`config.mk`:
```
export PLATFORM = sky130hd
export DESIGN_NAME = asp_rxe
export DESIGN_NICKNAME = d
export VERILOG_FILES = /design/src/rtl/asp_rxe.sv
export SDC_FILE = /design/constraint.sdc
export NUM_CORES = 1
export LEC_CHECK = 0
export BUFFER_PORTS_ARGS = -buffer_cell sky130_fd_sc_hd__buf_2
export CAP_MARGIN = 15
export CORE_AREA = 3 3 88 132
export CTS_CLUSTER_SIZE = 14
export DETAILED_ROUTE_END_ITERATION = 10
export DIE_AREA = 0 0 91 135
export HOLD_SLACK_MARGIN = 0.05
export PLACE_DENSITY = 0.66
export SYNTH_ARGS = -nofsm -noshare
export SYNTH_HDL_FRONTEND = slang
export SYNTH_SLANG_ARGS = --single-unit
```
`constraint.sdc`:
```
create_clock -name clk -period 10.5 [get_ports clk]
set_clock_uncertainty 0.15 [all_clocks]
set_input_delay 1.05 -clock clk [delete_from_list [all_inputs] [get_ports clk]]
set_output_delay 1.05 -clock clk [all_outputs]
set_load 0.01 [all_outputs]
```
`src/rtl/asp_rxe.sv`:
```
// asp_rxe: network receive endpoint. Classifies tagged words against an
// expected sequence tag, ACKs them and queues data+parity in a 2-deep FIFO.
// Ports: clk, reset (sync, active-high); network_data_ready_in,
// network_data_tag_in {data,tag}, network_ACK_out; host_data_accept_in,
// host_data_ready_out, host_data_parity_out {data,parity};
// tag_error_out, overflow_out (one-cycle pulses).
module asp_rxe #(
  parameter int data_size = 32,
  parameter int tag_size  = 8
) (
  input  logic                          clk,
  input  logic                          reset,
  input  logic                          network_data_ready_in,
  input  logic [data_size+tag_size-1:0] network_data_tag_in,
  input  logic                          host_data_accept_in,
  output logic                          network_ACK_out,
  output logic                          host_data_ready_out,
  output logic [data_size:0]            host_data_parity_out,
  output logic                          tag_error_out,
  output logic                          overflow_out
);

  typedef enum logic [1:0] {
    IDLE,
    ACK,
    WAIT_LOW
  } state_t;

  state_t              state;
  logic [tag_size-1:0] exp_tag;
  logic                ack_q;

  logic [data_size:0]  mem [2];
  logic                rd_ptr;
  logic                wr_ptr;
  logic [1:0]          count;

  logic [data_size-1:0] data;
  logic [tag_size-1:0]  tag;
  logic [tag_size-1:0]  dup_tag;
  logic                 is_new;
  logic                 is_dup;
  logic                 full;
  logic                 empty;
  logic                 push;
  logic                 pop;

  assign data    = network_data_tag_in[data_size+tag_size-1:tag_size];
  assign tag     = network_data_tag_in[tag_size-1:0];
  assign dup_tag = exp_tag - tag_size'(1);
  assign is_new  = (tag == exp_tag);
  assign is_dup  = (tag == dup_tag);

  // full is judged on start-of-cycle occupancy; a same-cycle pop
  // does not make room for the push
  assign full  = (count == 2'd2);
  assign empty = (count == 2'd0);
  assign push  = (state == IDLE) && network_data_ready_in
               && is_new && !full;
  assign pop   = host_data_accept_in && !empty;

  // reset also kills an ACK already on the wire this cycle
  assign network_ACK_out      = ack_q & ~reset;
  assign host_data_ready_out  = !empty;
  assign host_data_parity_out = mem[rd_ptr];

  always_ff @(posedge clk) begin
    if (reset) begin
      state         <= IDLE;
      exp_tag       <= '0;
      ack_q         <= 1'b0;
      tag_error_out <= 1'b0;
      overflow_out  <= 1'b0;
    end else begin
      ack_q         <= 1'b0;
      tag_error_out <= 1'b0;
      overflow_out  <= 1'b0;
      unique case (state)
        IDLE: begin
          if (network_data_ready_in) begin
            unique case (1'b1)
              is_new && !full: begin
                exp_tag <= exp_tag + tag_size'(1);
                ack_q   <= 1'b1;
                state   <= ACK;
              end
              is_new && full: begin
                overflow_out <= 1'b1;
                state        <= WAIT_LOW;
              end
              is_dup: begin
                ack_q <= 1'b1;
                state <= ACK;
              end
              default: begin
                tag_error_out <= 1'b1;
                state         <= WAIT_LOW;
              end
            endcase
          end
        end
        ACK: state <= WAIT_LOW;
        WAIT_LOW: begin
          if (!network_data_ready_in) state <= IDLE;
        end
        default: state <= IDLE;
      endcase
    end
  end

  always_ff @(posedge clk) begin
    if (reset) begin
      mem[0] <= '0;
      mem[1] <= '0;
      rd_ptr <= 1'b0;
      wr_ptr <= 1'b0;
      count  <= 2'd0;
    end else begin
      if (push) begin
        mem[wr_ptr] <= {data, ^data};
        wr_ptr      <= ~wr_ptr;
      end
      if (pop) rd_ptr <= ~rd_ptr;
      case ({push, pop})
        2'b10:   count <= count + 2'd1;
        2'b01:   count <= count - 2'd1;
        default: count <= count;
      endcase
    end
  end

endmodule

```
# Yosys cells after proc, flatten, opt, wreduce, memory -nomap -nowiden
# Memories as Yosys holds them, arrays and structs flattened. A register that Yosys moved wholly into a read port is not among the register bits.
# Index checks and enable logic that the tools add are counted.
dict set report classes {
  addsub 4
  multipliers 0
  div_mod_pow 0
  order_cmp 0
  n_eq_ne 9
  shift 0
  muxes 18
  bitwise 6
  n_reduce_logical 18
}
# op count
set ops {}
lappend ops {{2-to-1 mux 33 bit} 1}
lappend ops {{OR reduction 33 bit} 1}
lappend ops {{parity 32 bit} 1}
lappend ops {{equality test 8 bit} 2}
lappend ops {{2-to-1 mux 1 bit} 12}
lappend ops {{adder 8 x 1 -> 8 bit, second input constant} 1}
lappend ops {{subtractor 8 x 1 -> 8 bit, second input constant} 1}
lappend ops {{equality test 2 bit, second input constant} 3}
lappend ops {{logical AND 1 bit} 6}
lappend ops {{2-to-1 mux 2 bit} 3}
lappend ops {{one-hot mux 2 bit (3 select lines)} 1}
lappend ops {{OR reduction 3 bit} 2}
lappend ops {{inverter 1 bit} 5}
lappend ops {{equality test 2 x 1 -> 1 bit, second input constant} 2}
lappend ops {{zero test 2 bit} 2}
lappend ops {{!= test 2 bit, second input constant} 2}
lappend ops {{one-hot mux 2 bit (2 select lines)} 1}
lappend ops {{AND reduction 3 bit} 1}
lappend ops {{adder 2 x 1 -> 2 bit, second input constant} 1}
lappend ops {{zero test 1 bit} 2}
lappend ops {{AND reduction 2 bit} 1}
lappend ops {{nonzero test 2 bit} 1}
lappend ops {{OR reduction 2 bit} 1}
lappend ops {{subtractor 2 x 1 -> 2 bit, second input constant} 1}
lappend ops {{bitwise AND 1 bit} 1}
dict set report totals {
  ff_bits 17
  latch_bits 0
  ram_bits 66
  mem_bits_ro 0
  in_bits 44
  out_inout_bits 37
  word_cells 64
  mem_count 1
}
# memory depth word_bits read_ports rd_clocked_by_memory_dff wr line_no
set mem_list {}
lappend mem_list {mem 2 33 1 1 2 33} ;# logic [data_size:0] mem [2];

# Longest topological paths before layout
# Gate-level depths: netlist of run 1.
dict set report depth {
  word_depth 9
  ltp_mapped 9
  mapped_depth_nobuf 8
}

# Least setup slack after synthesis of run 1
# OpenSTA, ideal clock, no wires.
dict set report synth_timing {
  kind {input to register}
  startpoint {in network_data_tag_in[6]}
  endpoint {mem mem[0][0] in the netlist's numbering (enable)}
  setup_ns 0.430
  arrival_ns 3.582
  required_time_ns 9.920
  setup_slack_ns 6.338
  path_stages 5
  n_path_buf 0
  cell_sequence {xnor2_1 -> nand4_2 -> nor3_4 -> inv_4 -> o21bai_1}
}
# item line_no
set synth_rtl {}
lappend synth_rtl {{start: declaration} 14} ;# input logic [data_size+tag_size-1:0] network_data_tag_in,
lappend synth_rtl {{end: declaration} 33}

==> impl_results.rst, run 1 <==
.. list-table::
   :header-rows: 1

   * - Metric
     - Value
   * - Number of synthesis warnings
     - 0
   * - Commonest cells after routing, fill and taps aside
     - 80 x sky130_fd_sc_hd__buf_2, 66 x sky130_fd_sc_hd__edfxtp_1, 65 x sky130_fd_sc_hd__and2_1
   * - Post-detail-place hpwl
     - 5570 um
   * - First DRT Iteration DRCs
     - 80
   * - Post-synthesis instance total
     - 329
   * - Slew margin rel.
     - 28.4%
   * - Final design area excluding fillers
     - 5000 um2
   * - Most instantiated flip-flop cell in the synthesis netlist
     - sky130_fd_sc_hd__edfxtp_1
   * - DRT Wirelength
     - 8150 um
   * - Sequential cell area fraction in the yosys report
     - 55.9%
   * - Cts bufs inserted
     - 9
   * - I/O pin count
     - 81
   * - Data arrival time of the critical path
     - 3.42 ns
   * - Post-Synthesis Mean Instance Area
     - 12.7 um2
   * - Share of layout cells above drive strength 1
     - 34.1%
   * - Area share of the largest cell type after synthesis
     - 47.3%
   * - Setup slack of the worst register-to-register path
     - 7.51 ns
   * - Leakage power total
     - 0.00195 uW
   * - Least setup slack across all paths after layout
     - 7.13 ns
   * - Total setup buffers inserted after CTS
     - 0
   * - Count of flip-flops with a built-in enable after synthesis
     - 66
   * - Total negative slack
     - 0 ns
   * - Buffer depth of the longest clock path
     - 2
   * - Total standard cell area after synthesis
     - 4190 um2
   * - Power per cell area
     - 149 nW/um2
   * - Flip-flop and latch count after synthesis
     - 84
   * - Time the worst path needs with I/O delays and setup
     - 3.37 ns
   * - Crit end category
     - flop
   * - Worst Max-Slew Pin Slew
     - 1.07 ns
   * - Count of input and output buffers
     - 80
   * - Pin count of the biggest net entering global routing
     - 34
   * - Count of hold-fix buffers inserted at cts
     - 0
   * - Final Hold Vio Count
     - 0
   * - Final period utilization
     - 32.1%
   * - TritonCTS clock tree
     - yes
   * - Critical path peak fanout
     - 33
   * - Remaining antenna violation count after routing
     - 0
   * - Setup-failing EPs final
     - 0
   * - Max Transition Viols Final
     - 0
   * - Result of the run
     - finished clean
   * - DIE AREA
     - 12300 um2
   * - Max_cap viols
     - 0
   * - Class of the most critical setup path
     - in2reg
   * - Master cell of the clock root buffer
     - sky130_fd_sc_hd__clkbuf_16
   * - Count of nets after finishing
     - 452
   * - Setup slack after placement
     - 6.72 ns
   * - Count of unresolved DRC violations after routing
     - 0
   * - CTS H-tree lvls
     - 3
   * - Number of resized instances in the post-cts repair step
     - 0
   * - Total vias in the final route
     - 2647
   * - Leftover overflow at the end of global routing
     - 0
   * - Area of the core
     - 10600 um2
   * - Initial antenna violation count
     - 1
   * - Leading cell type in the layout, fill and taps excluded
     - sky130_fd_sc_hd__buf_2
   * - Clk slew on worst S/H paths
     - 0.06 ns
   * - Diode insertion count for antenna repair
     - 0
   * - Vias in the first global route
     - 2801
   * - RSZ-0062 raised after global routing
     - no
   * - Effective utilization at floorplan
     - 39.6%
   * - Biggest area contributors in the synthesized netlist
     - sky130_fd_sc_hd__edfxtp_1 47%, sky130_fd_sc_hd__and2_1 9.7%, sky130_fd_sc_hd__mux2_2 8.9%, sky130_fd_sc_hd__dfxtp_1 8.6%, sky130_fd_sc_hd__xnor2_1 8.6%
   * - Global-route usage over all layers
     - 14.0%
   * - Share of flip-flops with an asynchronous set or reset after synthesis
     - 0%
   * - Maximum VDD drop
     - 0.113 mV
   * - Vias/cell
     - 4.78
   * - Worst min-delay path class
     - reg2reg
   * - Yosys top cell by area
     - sky130_fd_sc_hd__edfxtp_1
   * - Clock latency at the later pin of the worst-skew pair
     - 0.33 ns
   * - Achievable clock frequency
     - 297 MHz
   * - Post-Syn Nets
     - 376
   * - Pre-Repair DR Iteration Count
     - 4
   * - Required time of the worst setup path
     - 10.55 ns
   * - Global-route wire length before repair
     - 13400 um
   * - Number of clock sinks
     - 84
   * - Critical Path Start Type
     - input port
   * - Die height
     - 135 um
   * - Placed Instance Area
     - 4700 um2
   * - Post-synth cell types
     - 42
   * - # rows
     - 46
   * - Avg WL per Cell
     - 14.7 um
   * - Layout Area Growth over Synthesis
     - 19.2%
   * - Routability Congestion
     - 0.845
   * - Horiz. Die Dim
     - 91 um
-- metal layers --
layer | global-route usage [%] | up-vias | part of all wire, %
met5 | 0 | - | 0.086
met4 | 6.88 | 2 | 2.2
met3 | 2.95 | 13 | 4.8
met2 | 26.6 | 65 | 55
met1 | 14.4 | 1270 | 38
li1 | - | 1297 | -
-- report_power, final --
part / total [uW] / switching, uW / internal, uW
clock network: 300 / 118 / 182
registers: 369 / 2.36 / 367
logic: 73.7 / 38.2 / 35.5
total: 743 / 159 / 584
-- logic make-up (layout without fill, tap and decap cells) --
kind of cell    count (synthesis)  count (layout)  synth area share [%]
fa+ha+maj                       3               3                 0.895
xor+xnor                       51              51                  11.2
simple gates                  115             115                  17.2
mux                            33              33                  8.86
compound gates                 22              22                  3.07
buf+inv                        21             102                  2.86
flops                          84              84                  55.9
-- flip-flops by register name (all words and copies together) (netlist names), named ones only --
| register | cells |
|---|---|
| rd_ptr | 1 |
| overflow_out | 1 |
| mem | 66 |
| ack_q | 1 |
| count | 2 |
| state | 2 |
| exp_tag | 8 |
| wr_ptr | 1 |
| tag_error_out | 1 |
-- final timing paths --
path / start / to / cells past startpoint
hold / removal: count[1] / count[1] / 2
setup / recovery: network_data_tag_in[6] / mem[1][19] / 7
hold reg to reg: count[1] / count[1] / 2
setup reg to reg: exp_tag[2] / mem[1][19] / 6
-- metrics by stage --
stage / instances / total power (uW) / hold slack, ns / utilization (%)
global route: 554 / 772 / 0.381 / 47.2
detailed placement: 537 / 451 / 0.347 / 44.4
CTS: 553 / 752 / 0.359 / 47.0
finish: 554 / 743 / 0.359 / 47.2
global placement: 537 / 449 / 0.333 / 44.4
floorplan: 329 / 424 / 0.317 / -
-- Yosys cell counts, types with 2 or more instances --
library cell / instances
sky130_fd_sc_hd__nor2_1: 10
sky130_fd_sc_hd__dfxtp_1: 18
sky130_fd_sc_hd__nand2_1: 9
sky130_fd_sc_hd__nand3_1: 2
sky130_fd_sc_hd__xnor2_2: 3
sky130_fd_sc_hd__and2_1: 65
sky130_fd_sc_hd__or3_1: 5
sky130_fd_sc_hd__inv_1: 3
sky130_fd_sc_hd__edfxtp_1: 66
sky130_fd_sc_hd__clkbuf_1: 6
sky130_fd_sc_hd__buf_2: 7
sky130_fd_sc_hd__a31oi_1: 2
sky130_fd_sc_hd__nor2b_1: 3
sky130_fd_sc_hd__o21ai_0: 6
sky130_fd_sc_hd__xor2_1: 7
sky130_fd_sc_hd__xnor2_1: 41
sky130_fd_sc_hd__nor3b_1: 2
sky130_fd_sc_hd__nor4_1: 3
sky130_fd_sc_hd__a21oi_1: 8
sky130_fd_sc_hd__mux2_2: 33
sky130_fd_sc_hd__buf_6: 4
sky130_fd_sc_hd__nand4_1: 4
sky130_fd_sc_hd__ha_1: 3
-- final cells by class --
type                       instances  area [um2]
timing repair buffer              82         423
tap                              144         180
multi-input combinational        224        1750
clock inverter                     6        55.1
clock buffer                      10         229
fill                            1003        5590
inverter                           4        17.5
sequential                        84        2340
-- critical path: stages --
cell and delay [ns]:
sky130_fd_sc_hd__buf_2 0.10, sky130_fd_sc_hd__xnor2_1 0.29, sky130_fd_sc_hd__nand4_2 0.21, sky130_fd_sc_hd__nor3_4 0.50, sky130_fd_sc_hd__inv_4 0.12, sky130_fd_sc_hd__nor3b_4 0.89
sky130_fd_sc_hd__and2_1 0.25
Power figures use the tool's default switching activity.
==> run 2: changes to the inputs <==
==> constraint.sdc (replaced) <==
create_clock -name clk -period 3.45 [get_ports clk]
set_clock_uncertainty 0.15 [all_clocks]
set_input_delay 0.345 -clock clk [delete_from_list [all_inputs] [get_ports clk]]
set_output_delay 0.345 -clock clk [all_outputs]
set_load 0.01 [all_outputs]
==> run 2 against run 1 <==
Net effect: largest cell class unchanged; sequential share of layout area decreased by 0.71 points; critical path type is now reg2reg; first-iteration DRC count decreased by 23%; cell area is 1.5% higher; combinational power grew to 3.1 times the previous value; count of clock-buffer cells in the layout decreased by 1; core utilization rose by 0.72 points; register-to-register slack got worse by 6.8 ns.
==> impl_results.rst, run 2 (synthesis results as in run 1) <==
.. list-table::
   :header-rows: 1

   * - Metric
     - Value
   * - Number of flip-flops in the largest register
     - 66 (unchanged)
   * - Worst Max-Slew Pin Slew
     - 0.821 ns (-0.252 ns)
   * - Worst Min Path Start
     - network_data_tag_in[38]
   * - Maximum VDD drop
     - 0.322 mV (+180%)
   * - RSZ-0062 raised after global routing
     - no
   * - Total vias in the final route
     - 2656 (+0.34%)
   * - Avg WL per Cell
     - 14.7 um (-0.31%)
   * - Register ranked first by flip-flop count
     - mem
   * - Met3 routing resource usage after global routing
     - 4.52% (+1.6 points)
   * - Effective utilization at floorplan
     - 39.6% (unchanged)
   * - Critical path peak fanout
     - 19 (-42%)
   * - Layout Area Growth over Synthesis
     - 21.0%
   * - Post-detail-place hpwl
     - 5740 um (+3.1%)
   * - Time the worst path needs with I/O delays and setup
     - 2.70 ns
   * - Setup-failing EPs final
     - 0 (unchanged)
   * - Remaining antenna violation count after routing
     - 0 (unchanged)
   * - Achievable clock frequency
     - 370 MHz
   * - Vias in the first global route
     - 2787 (-0.50%)
   * - Master cell of the clock root buffer
     - sky130_fd_sc_hd__clkbuf_16
   * - Data arrival time of the critical path
     - 2.59 ns (-0.83 ns)
   * - Buffer depth of the longest clock path
     - 2 (unchanged)
   * - Vias/cell
     - 4.78 (about the same)
   * - DRT Wirelength
     - 8150 um (about the same)
   * - # rows
     - 46 (unchanged)
   * - Leakage power total
     - 0.00199 uW (+2.0%)
   * - Global-route usage over all layers
     - 13.9% (-0.090 points)
   * - Slew margin rel.
     - 45.3% (+17 points)
   * - Clock latency at the later pin of the worst-skew pair
     - 0.33 ns (about the same)
   * - DIE AREA
     - 12300 um2 (unchanged)
   * - TritonCTS clock tree
     - yes
   * - Die height
     - 135 um (unchanged)
   * - Leftover overflow at the end of global routing
     - 0 (unchanged)
   * - Count of hold-fix buffers inserted at cts
     - 0 (unchanged)
   * - Leading cell type in the layout, fill and taps excluded
     - sky130_fd_sc_hd__buf_2
   * - Diode insertion count for antenna repair
     - 0 (unchanged)
   * - CTS H-tree lvls
     - 3 (unchanged)
   * - Commonest cells after routing, fill and taps aside
     - 80 x sky130_fd_sc_hd__buf_2, 66 x sky130_fd_sc_hd__edfxtp_1, 65 x sky130_fd_sc_hd__and2_1
   * - Final period utilization
     - 78.3%
   * - Beginning of the worst register-to-register path
     - exp_tag[2]
   * - Number of resized instances in the post-cts repair step
     - 0 (unchanged)
   * - Class of the most critical setup path
     - reg2reg
   * - Pre-Repair DR Iteration Count
     - 4 (unchanged)
   * - Total negative slack
     - 0 ns (unchanged)
   * - Highest-utilization routing layer at the global route stage
     - met2
   * - Cts bufs inserted
     - 9 (unchanged)
   * - Worst min-delay path class
     - in2reg
   * - Final Hold Vio Count
     - 0 (unchanged)
   * - First DRT Iteration DRCs
     - 62 (-23%)
   * - Power per cell area
     - 479 nW/um2 (+220%)
   * - Share of layout cells above drive strength 1
     - 35.0% (+0.81 points)
   * - Initial antenna violation count
     - 1 (unchanged)
   * - Global-route wire length before repair
     - 13300 um (-0.46%)
   * - Grt met1 use
     - 14.5% (+0.051 points)
   * - Required time of the worst setup path
     - 3.34 ns (-7.21 ns)
   * - Clk slew on worst S/H paths
     - 0.06 ns (about the same)
   * - Met2 global-route usage
     - 25.3% (-1.4 points)
   * - Horiz. Die Dim
     - 91 um (unchanged)
   * - Number of clock sinks
     - 84 (unchanged)
   * - Max Transition Viols Final
     - 0 (unchanged)
   * - Result of the run
     - finished clean
   * - Pin count of the biggest net entering global routing
     - 34 (unchanged)
   * - Overall power after layout
     - 2430 uW (+230%)
   * - Routability Congestion
     - 0.838 (-0.85%)
   * - Count of input and output buffers
     - 80 (unchanged)
   * - Crit end category
     - flop
   * - I/O pin count
     - 81 (unchanged)
   * - Total setup buffers inserted after CTS
     - 0 (unchanged)
   * - Worst Setup SP
     - exp_tag[2]
   * - Largest registers
     - mem (66), exp_tag (8)
   * - Area of the core
     - 10600 um2 (unchanged)
   * - Max_cap viols
     - 0 (unchanged)
   * - Count of nets after finishing
     - 454 (+0.44%)
   * - Count of unresolved DRC violations after routing
     - 0 (unchanged)
   * - Critical Path Start Type
     - flop
-- run 2: final cells by class --
cell class              instances  area [um2]
clock buffers                   9         225
clock inverters                 7         115
fillers                       974        5520
inverters                       4        17.5
multi-input cells             224        1750
flip-flops and latches         84        2340
well taps                     144         180
repair buffers                 84         443
-- run 2: worst max-delay path: stages, from the launching register on --
cell and delay, ns:
sky130_fd_sc_hd__dfxtp_1 0.55, sky130_fd_sc_hd__xnor2_2 0.19, sky130_fd_sc_hd__nand4_2 0.18, sky130_fd_sc_hd__nor3_4 0.50, sky130_fd_sc_hd__inv_4 0.12, sky130_fd_sc_hd__o21bai_4 0.46
sky130_fd_sc_hd__buf_12 0.23
-- run 2: metrics by stage --
step	hold slack [ns]	setup slack (ns)	cells	util, %	area (um2)
after floorplan	0.317	0.662	329	-	4200
after global placement	0.340	0.776	540	44.7	4730
after detailed placement	0.362	0.701	540	44.7	4730
after CTS	0.158	0.710	556	47.9	5070
after global routing	0.176	0.560	556	47.9	5070
final	0.169	0.750	556	47.9	5070
-- run 2: report_power, final --
part	internal [uW]	switching [uW]
clock	704	378
combinational	110	116
sequential	1120	7.41
total	1930	502
-- run 2: final timing paths --
check        depth (start not counted)         end  slack, ns
min reg2reg                          2  exp_tag[7]       0.36
min                                  2  mem[0][31]       0.17
max reg2reg                          6  mem[0][13]       0.75
max                                  6  mem[0][13]       0.75
-- run 2: layer usage --
layer / share of wire, % / wire length [um] / vias up
li1: - / - / 1303
met1: 37 / 3060 / 1260
met2: 54 / 4370 / 70
met3: 5.3 / 434 / 21
met4: 3.5 / 285 / 2
met5: 0.11 / 9 / -
==> run 3: changes to the inputs <==
==> constraint.sdc (replaced) <==
create_clock -name clk -period 2.5 [get_ports clk]
set_clock_uncertainty 0.15 [all_clocks]
set_input_delay 0.25 -clock clk [delete_from_list [all_inputs] [get_ports clk]]
set_output_delay 0.25 -clock clk [all_outputs]
set_load 0.01 [all_outputs]
==> run 3 against run 2 <==
Net effect: first-iteration DRC count is 120% higher; largest cell class unchanged; worst setup slack worse by 0.59 ns; cell area increased by 0.32%; wire length up 1.1%; power is 26% higher; non-clock buffer count is 3 higher; maximum frequency is 15% higher; via count barely moved; sequential power grew 38%; core utilization increased by 0.15 points.
==> impl_results.rst, run 3 (synthesis results as in run 1) <==
.. list-table::
   :header-rows: 1

   * - Metric
     - Value
   * - Largest registers
     - mem (66), exp_tag (8)
   * - Count of input and output buffers
     - 80 (unchanged)
   * - First DRT Iteration DRCs
     - 134 (+120%)
   * - Class of the most critical setup path
     - reg2reg
   * - Slew margin rel.
     - 70.8% (+26 points)
   * - Commonest cells after routing, fill and taps aside
     - 80 x sky130_fd_sc_hd__buf_2, 66 x sky130_fd_sc_hd__edfxtp_1, 65 x sky130_fd_sc_hd__and2_1
   * - Achievable clock frequency
     - 427 MHz (+15%)
   * - Vias/cell
     - 4.75 (-0.46%)
   * - Count of nets after finishing
     - 457 (+0.66%)
   * - Total vias in the final route
     - 2658 (+0.075%)
   * - Fill cell instance count of the final layout
     - 999 (+2.6%)
   * - # rows
     - 46 (unchanged)
   * - Worst Min Path Start
     - network_data_tag_in[31]
   * - Max_cap viols
     - 0 (unchanged)
   * - Data arrival time of the critical path
     - 2.40 ns (-0.19 ns)
   * - Pin count of the biggest net entering global routing
     - 34 (unchanged)
   * - Beginning of the worst register-to-register path
     - exp_tag[1]
   * - Overall power after layout
     - 3080 uW (+26%)
   * - Cell Count Post-Placement
     - 543 (+0.56%)
   * - Area of the core
     - 10600 um2 (unchanged)
   * - Routability Congestion
     - 0.898 (+7.2%)
   * - Crit end category
     - flop
   * - DIE AREA
     - 12300 um2 (unchanged)
   * - Final Core Density
     - 48.1% (+0.15 points)
   * - Final design area excluding fillers
     - 5090 um2 (+0.32%)
   * - Buffer depth of the longest clock path
     - 2 (unchanged)
   * - Max Transition Viols Final
     - 0 (unchanged)
   * - Critical path peak fanout
     - 9 (-10)
   * - Master cell of the clock root buffer
     - sky130_fd_sc_hd__clkbuf_16
   * - Result of the run
     - finished clean
   * - Cts bufs inserted
     - 9 (unchanged)
   * - Number of clock sinks
     - 84 (unchanged)
   * - Clock latency at the later pin of the worst-skew pair
     - 0.33 ns (about the same)
   * - Horiz. Die Dim
     - 91 um (unchanged)
   * - Register ranked first by flip-flop count
     - mem
   * - Diode insertion count for antenna repair
     - 0 (unchanged)
   * - Share of layout cells above drive strength 1
     - 36.4% (+1.4 points)
   * - Endpoint of the worst register-to-register path
     - tag_error_out
   * - Clk slew on worst S/H paths
     - 0.07 ns (about the same)
   * - Initial antenna violation count
     - 0 (-1)
   * - Global-route usage over all layers
     - 14.2% (+0.29 points)
   * - TritonCTS clock tree
     - yes
   * - Remaining antenna violation count after routing
     - 0 (unchanged)
   * - Register-to-Register Path Depth
     - 6 (unchanged)
   * - Cell count of the worst hold path
     - 2 (unchanged)
   * - Power per cell area
     - 604 nW/um2 (+26%)
   * - Pre-Repair DR Iteration Count
     - 4 (unchanged)
   * - Total negative slack
     - 0 ns (unchanged)
   * - Setup slack of the worst register-to-register path
     - 0.16 ns (-0.59 ns)
   * - Vias in the first global route
     - 2847 (+2.2%)
   * - I/O pin count
     - 81 (unchanged)
   * - Area taken by multi-input logic gates
     - 1750 um2 (+0.36%)
   * - Worst min-delay path class
     - in2reg
   * - Final period utilization
     - 93.6% (+15 points)
   * - Final Hold Vio Count
     - 0 (unchanged)
   * - Post-detail-place hpwl
     - 5690 um (-0.80%)
   * - Placed Instance Area
     - 4810 um2 (+1.6%)
   * - Setup-failing EPs final
     - 0 (unchanged)
   * - Final std cells w/o fill
     - 559 (+0.54%)
   * - Number of flip-flops in the largest register
     - 66 (unchanged)
   * - Maximum VDD drop
     - 0.312 mV (-2.9%)
   * - Leading cell type in the layout, fill and taps excluded
     - sky130_fd_sc_hd__buf_2
   * - Worst Max-Slew Pin Slew
     - 0.434 ns (-0.387 ns)
   * - Global-route wire length before repair
     - 13500 um (+1.5%)
   * - Critical Path Start Type
     - flop
   * - Endpoint of the worst hold-timing path
     - mem[0][24]
   * - Leftover overflow at the end of global routing
     - 0 (unchanged)
   * - Die height
     - 135 um (unchanged)
   * - Time the worst path needs with I/O delays and setup
     - 2.34 ns (-0.360 ns)
   * - Layout Area Growth over Synthesis
     - 21.4%
   * - Count of hold-fix buffers inserted at cts
     - 0 (unchanged)
   * - Required time of the worst setup path
     - 2.56 ns (-0.78 ns)
   * - Leakage power total
     - 0.00198 uW (about the same)
   * - Register cell area after layout
     - 2350 um2 (+0.11%)
   * - DRT Wirelength
     - 8240 um (+1.1%)
   * - CTS H-tree lvls
     - 3 (unchanged)
   * - Avg WL per Cell
     - 14.7 um (+0.55%)
   * - Effective utilization at floorplan
     - 39.6% (unchanged)
   * - Count of unresolved DRC violations after routing
     - 0 (unchanged)
-- run 3: cell count changes in the layout (fill, tap and decap cells not counted) --
| cell | before | now |
|---|---|---|
| sky130_fd_sc_hd__bufinv_16 | 3 | 0 |
| sky130_fd_sc_hd__nor3b_2 | 0 | 1 |
| sky130_fd_sc_hd__a21o_1 | 1 | 0 |
| sky130_fd_sc_hd__dfxtp_2 | 1 | 3 |
| sky130_fd_sc_hd__dfxtp_1 | 17 | 15 |
| sky130_fd_sc_hd__buf_4 | 3 | 2 |
| sky130_fd_sc_hd__buf_12 | 1 | 5 |
| sky130_fd_sc_hd__nor3b_1 | 2 | 1 |
| sky130_fd_sc_hd__a21o_2 | 0 | 1 |
| sky130_fd_sc_hd__clkinvlp_4 | 1 | 2 |
| sky130_fd_sc_hd__inv_6 | 0 | 2 |
-- run 3: timing repair --
action | 4_1_cts | 5_1_grt
resized for setup | 0 | 3
endpoints found under the setup margin | 0 | 2
buffers inserted | 0 | 0
-- run 3: where the power goes --
group / internal [uW] / switching [uW]
logic: 155 / 160
clock network: 676 / 536
registers: 1540 / 9.19
-- run 3: worst max path at each step --
stage                     startpoint  cells after the start       endpoint  slack (ns)
after detailed placement  exp_tag[2]                      7       count[1]        0.11
after global placement    exp_tag[0]                      6  tag_error_out        0.20
after global routing      exp_tag[1]                      7       count[1]     -0.0004
final                     exp_tag[1]                      6  tag_error_out        0.16
after floorplan           exp_tag[3]                      6      mem[0][0]        0.07
after CTS                 exp_tag[2]                      7       count[1]        0.12
-- run 3: worst max-delay path, stage by stage (launching register included) --
cell	delay, ns
sky130_fd_sc_hd__dfxtp_1	0.51
sky130_fd_sc_hd__inv_1	0.08
sky130_fd_sc_hd__ha_1	0.31
sky130_fd_sc_hd__xnor2_1	0.13
sky130_fd_sc_hd__or4_1	0.46
sky130_fd_sc_hd__or3_1	0.41
sky130_fd_sc_hd__nor3b_1	0.16
-- run 3: metrics by stage --
step	setup WS, ns	hold WS, ns
floorplan	0.0679	0.298
global placement	0.199	0.330
detailed placement	0.111	0.353
CTS	0.119	0.0703
global route	-0.000353	0.0798
finish	0.159	0.0784
-- run 3: metal layers --
layer | vias up | share of wire (%) | GRT usage (%)
met4 | 0 | 2.9 | 6.46
met2 | 66 | 55 | 26.1
li1 | 1308 | - | -
met3 | 18 | 5.1 | 3.90
met1 | 1266 | 37 | 15.1
met5 | - | 0 | 0
-- run 3: final cells by class --
type,instances,share of cell area [%]
Inverter,4,0.344
Clock inverter,7,0.984
Multi-Input combinational cell,224,34.5
Clock buffer,9,4.43
Tap cell,144,3.54
Sequential cell,84,46.1
Timing Repair Buffer,87,10.1
